--- config.mk ---
export PLATFORM = sky130hd
export DESIGN_NAME = counter_sequencer
export DESIGN_NICKNAME = d
export VERILOG_FILES = /design/src/rtl/counter_sequencer.sv
export SDC_FILE = /design/constraint.sdc
export NUM_CORES = 1
export LEC_CHECK = 0
export CAP_MARGIN = 20
export CORE_MARGIN = 2
export CORE_UTILIZATION = 23
export CTS_CLUSTER_SIZE = 28
export DETAILED_ROUTE_END_ITERATION = 16
export PLACE_DENSITY = 0.54
export SYNTH_ARGS = -nofsm -noshare
export SYNTH_HDL_FRONTEND = slang
export SYNTH_SLANG_ARGS = --single-unit
--- constraint.sdc ---
create_clock -name clk -period 1.75 [get_ports clk]
set_input_delay 0.35 -clock clk [delete_from_list [all_inputs] [get_ports clk]]
set_output_delay 0.35 -clock clk [all_outputs]
set_load 0.02 [all_outputs]
--- src/rtl/counter_sequencer.sv ---
// rtl/counter_sequencer.sv - bounded up/down count-run controller
// Runs from a latched start value to a latched end value, with one-shot or auto-reload, hold and abort.
module counter_sequencer #(
  parameter int WIDTH = 4
) (
  input  logic             clk,
  input  logic             rst,
  input  logic             start,
  input  logic             abort,
  input  logic             hold,
  input  logic             dir,
  input  logic             auto_reload,
  input  logic [WIDTH-1:0] start_val,
  input  logic [WIDTH-1:0] end_val,
  output logic [WIDTH-1:0] q,
  output logic             tc,
  output logic             busy,
  output logic             done
);

  typedef enum logic [1:0] {
    ST_IDLE = 2'd0,
    ST_RUN  = 2'd1,
    ST_HOLD = 2'd2,
    ST_DONE = 2'd3
  } state_t;

  state_t           state, state_next;
  logic [WIDTH-1:0] q_next;
  logic             tc_next;
  logic             capture;

  logic             dir_l;
  logic             reload_l;
  logic [WIDTH-1:0] start_l;
  logic [WIDTH-1:0] end_l;

  always_ff @(posedge clk) begin
    if (rst) begin
      state    <= ST_IDLE;
      q        <= '0;
      tc       <= 1'b0;
      dir_l    <= 1'b0;
      reload_l <= 1'b0;
      start_l  <= '0;
      end_l    <= '0;
    end else begin
      state <= state_next;
      q     <= q_next;
      tc    <= tc_next;
      if (capture) begin
        dir_l    <= dir;
        reload_l <= auto_reload;
        start_l  <= start_val;
        end_l    <= end_val;
      end
    end
  end

  always_comb begin
    state_next = state;
    q_next     = q;
    tc_next    = 1'b0;
    capture    = 1'b0;
    // abort wins everywhere and always parks the count at zero
    if (abort) begin
      state_next = ST_IDLE;
      q_next     = '0;
    end else begin
      case (state)
        ST_IDLE, ST_DONE: begin
          if (start) begin
            capture    = 1'b1;
            q_next     = start_val;
            state_next = ST_RUN;
          end
        end
        ST_RUN: begin
          if (hold) begin
            state_next = ST_HOLD;
          end else if (q == end_l) begin
            tc_next = 1'b1;
            if (reload_l) q_next = start_l;
            else          state_next = ST_DONE;
          end else begin
            q_next = dir_l ? q + WIDTH'(1) : q - WIDTH'(1);
          end
        end
        ST_HOLD: begin
          if (!hold) state_next = ST_RUN;
        end
        default: state_next = ST_IDLE;
      endcase
    end
  end

  assign busy = (state == ST_RUN) || (state == ST_HOLD);
  assign done = (state == ST_DONE);

endmodule

==> run summary <==
Routed WL: 2.10 mm
H-tree levels: 1
cts hold-fix bufs: 0
RSZ-0062 raised after global routing: true
Final #Nets: 148
pwr/cell area: 801 mW/mm2
Yosys cell types: 32
Starting Density: 24.1%
Min Clock Period, post-route: 1.65 ns
maxcap violations: 0
hold crit path type: reg -> reg
Syn. warnings: 0
Synth area leader: dfxtp_1
Worst Hold Depth: 2
Tcrit/Tclk final: 94.1%
CTS tree: done
Avg Inst Size Synth: 10.1 um2
status: finished clean
Die X: 68.9 um
P&R area growth vs syn: 40.3%
total gr overflow: 0
Final Hold Vio Count: 0
Clock Tree Buf Depth: 2
first-pass GRT wire length: 3.43 mm
Worst-Margin Slew: 0.445 ns
GRT Overall Usage: 9.87%
DRC errors left: 0
DP Wirelength: 1.60 mm
placer's final routability congestion estimate: 0.766
Core Area: 0.00403 mm2
Max VDD drop: 234 uV
root buffer cell: clkbuf_8
Worst Path Required: 1.88 ns
largest net degree at the start of global routing: 12
synthesized net count: 117
reg2reg start: state[0]
Fmax: 0.607 GHz
CP startpoint: state[0]
layout cells sized above 1: 26.2%
count leader, synth: dfxtp_1
initial antenna violation count: 0
Layout Utilization: 33.8%
synthesized instance count: 96
vias in the first global route: 772
Ant. Diodes: 0
sequential cell area fraction in the yosys report: 35.1%
FF-to-FF setup slack: 0.10 ns
CTS buffer count: 3
Synth top area share: 35.1%
setup bufs post-CTS: 0
number of synthesized register bits: 17
via count: 769
clock sinks: 17
Synth Flop Type: dfxtp_1
EDFF count, synth: 0
Pleak: 0.000589 uW
# IOs: 22
first drt pass iteration count: 4
Crit. End Element: flip-flop
Rows: 23
reg-to-reg endpoint: q[3]
Routed Antenna Nets: 0
Crit Path Class: reg -> reg
Setup crit end: q[3]
CP arrival: 1.78 ns
CP max FO: 8
number of port buffers: 21
mean routed wirelength per cell: 11.9 um
clk_lat worst skew: 0.25 ns
Async SR Flop Fraction: 0%
Die Y-Extent: 68.9 um
endpoints failing setup: 0
Inst Count DP: 172
Initial DRC Count: 23
clk slew on worst S/H paths: 0.06 ns
Vias/cell: 4.37
Final Non-Filler Cells: 176
Die ar.: 0.00475 mm2
Rel. slew slack: 70.3%
Max Clock Skew: 0.00411 ns
Synth Cell Area: 970 um2
Worst Setup Start Kind: flip-flop
most frequent cells after synthesis: 17 x dfxtp_1, 14 x nor2_1, 12 x mux2i_1
top cells by area, synth: dfxtp_1 35%, mux2i_1 12%, xnor2_2 6.7%, ha_1 6.5%, nor2_1 5.4%
total power: 1090 uW
R2R cell count: 7
Final Max Slew Viols: 0
==> layer usage <==
layer / up-vias / track usage (%) / share of wire [%]
li1: 394 / - / -
met1: 359 / 12.1 / 45
met2: 11 / 16.7 / 51
met3: 5 / 0.974 / 1.8
met4: 0 / 5.88 / 2.6
met5: - / 0 / 0
==> how the worst min path moves through the flow <==
stage / from / endpoint / slack, ns
4_1_cts: start_l[3] / start_l[3] / 0.51
6_report: start_l[3] / start_l[3] / 0.50
3_3_place_gp: start_l[3] / start_l[3] / 0.48
5_1_grt: q[2] / q[2] / 0.53
3_5_place_dp: start_l[1] / start_l[1] / 0.49
2_1_floorplan: hold / tc / 0.43
==> area by class of cell <==
cell class,count,area [um2]
inverters,7,26.3
flip-flops and latches,17,347
repair buffers,29,274
well taps,50,62.6
clock buffers,3,41.3
fillers,420,2670
multi-input cells,69,604
clock inverters,1,5.00
==> registers in the layout (all words and copies together) (netlist names) <==
name and flops:
dir_l 1, end_l 4, q 4, reload_l 1, start_l 4, state 2
tc 1
==> critical path, cell delays in order (launching register included) <==
cell and delay (ns):
dfxtp_1 0.33, inv_1 0.05, ha_1 0.32, nand2b_1 0.12, a21boi_4 0.19, o311ai_4 0.18
a311oi_1 0.25, nor3_1 0.09
==> cells by family (layout without fill, tap and decap cells) <==
group / Yosys count / in the layout / share of synthesized area, %
and+or+nand+nor: 27 / 27 / 13.8
buffers and inverters: 10 / 40 / 4.39
AOI/OAI and AO/OA: 17 / 17 / 16.4
DFF: 17 / 17 / 35.1
muxes: 12 / 12 / 12.4
adders and majority gates: 6 / 6 / 8.52
xor gates and xnor gates: 7 / 7 / 9.42
==> timing repair <==
| item | in CTS | in global routing |
|---|---|---|
| pin swaps | 0 | 1 |
| setup endpoints to repair | 4 | 5 |
| resized for setup | 4 | 12 |
==> stage by stage <==
step,setup WS (ns),cell area [um2],setup TNS (ns),hold WS [ns]
after floorplan,0.0761,970,0,0.429
after global placement,-0.0617,1300,-0.122,0.479
after detailed placement,-0.105,1300,-0.226,0.489
after CTS,0.0193,1340,0,0.510
after global routing,-0.00677,1360,-0.00677,0.529
final,0.103,1360,0,0.502
==> placed cells by master (no fill, tap or decap), drive strengths merged, types with 2 or more instances in the layout <==
| cell type | synthesis | routed |
|---|---|---|
| clkdlybuf4s50 | 0 | 17 |
| dfxtp | 17 | 17 |
| nor2 | 14 | 14 |
| mux2i | 12 | 12 |
| buf | 2 | 8 |
| inv | 7 | 7 |
| xnor2 | 7 | 7 |
| nand2 | 6 | 6 |
| ha | 5 | 5 |
| a21oi | 5 | 5 |
| clkbuf | 1 | 4 |
| dlygate4sd2 | 0 | 3 |
| o221a | 2 | 2 |
==> report_power, final <==
group          internal, uW  total [uW]  switching, uW
combinational           184         355            171
clock                   158         297            139
sequential              412         438           25.2
total                   755        1090            335
Note: power is estimated with default switching activity, not from simulation.
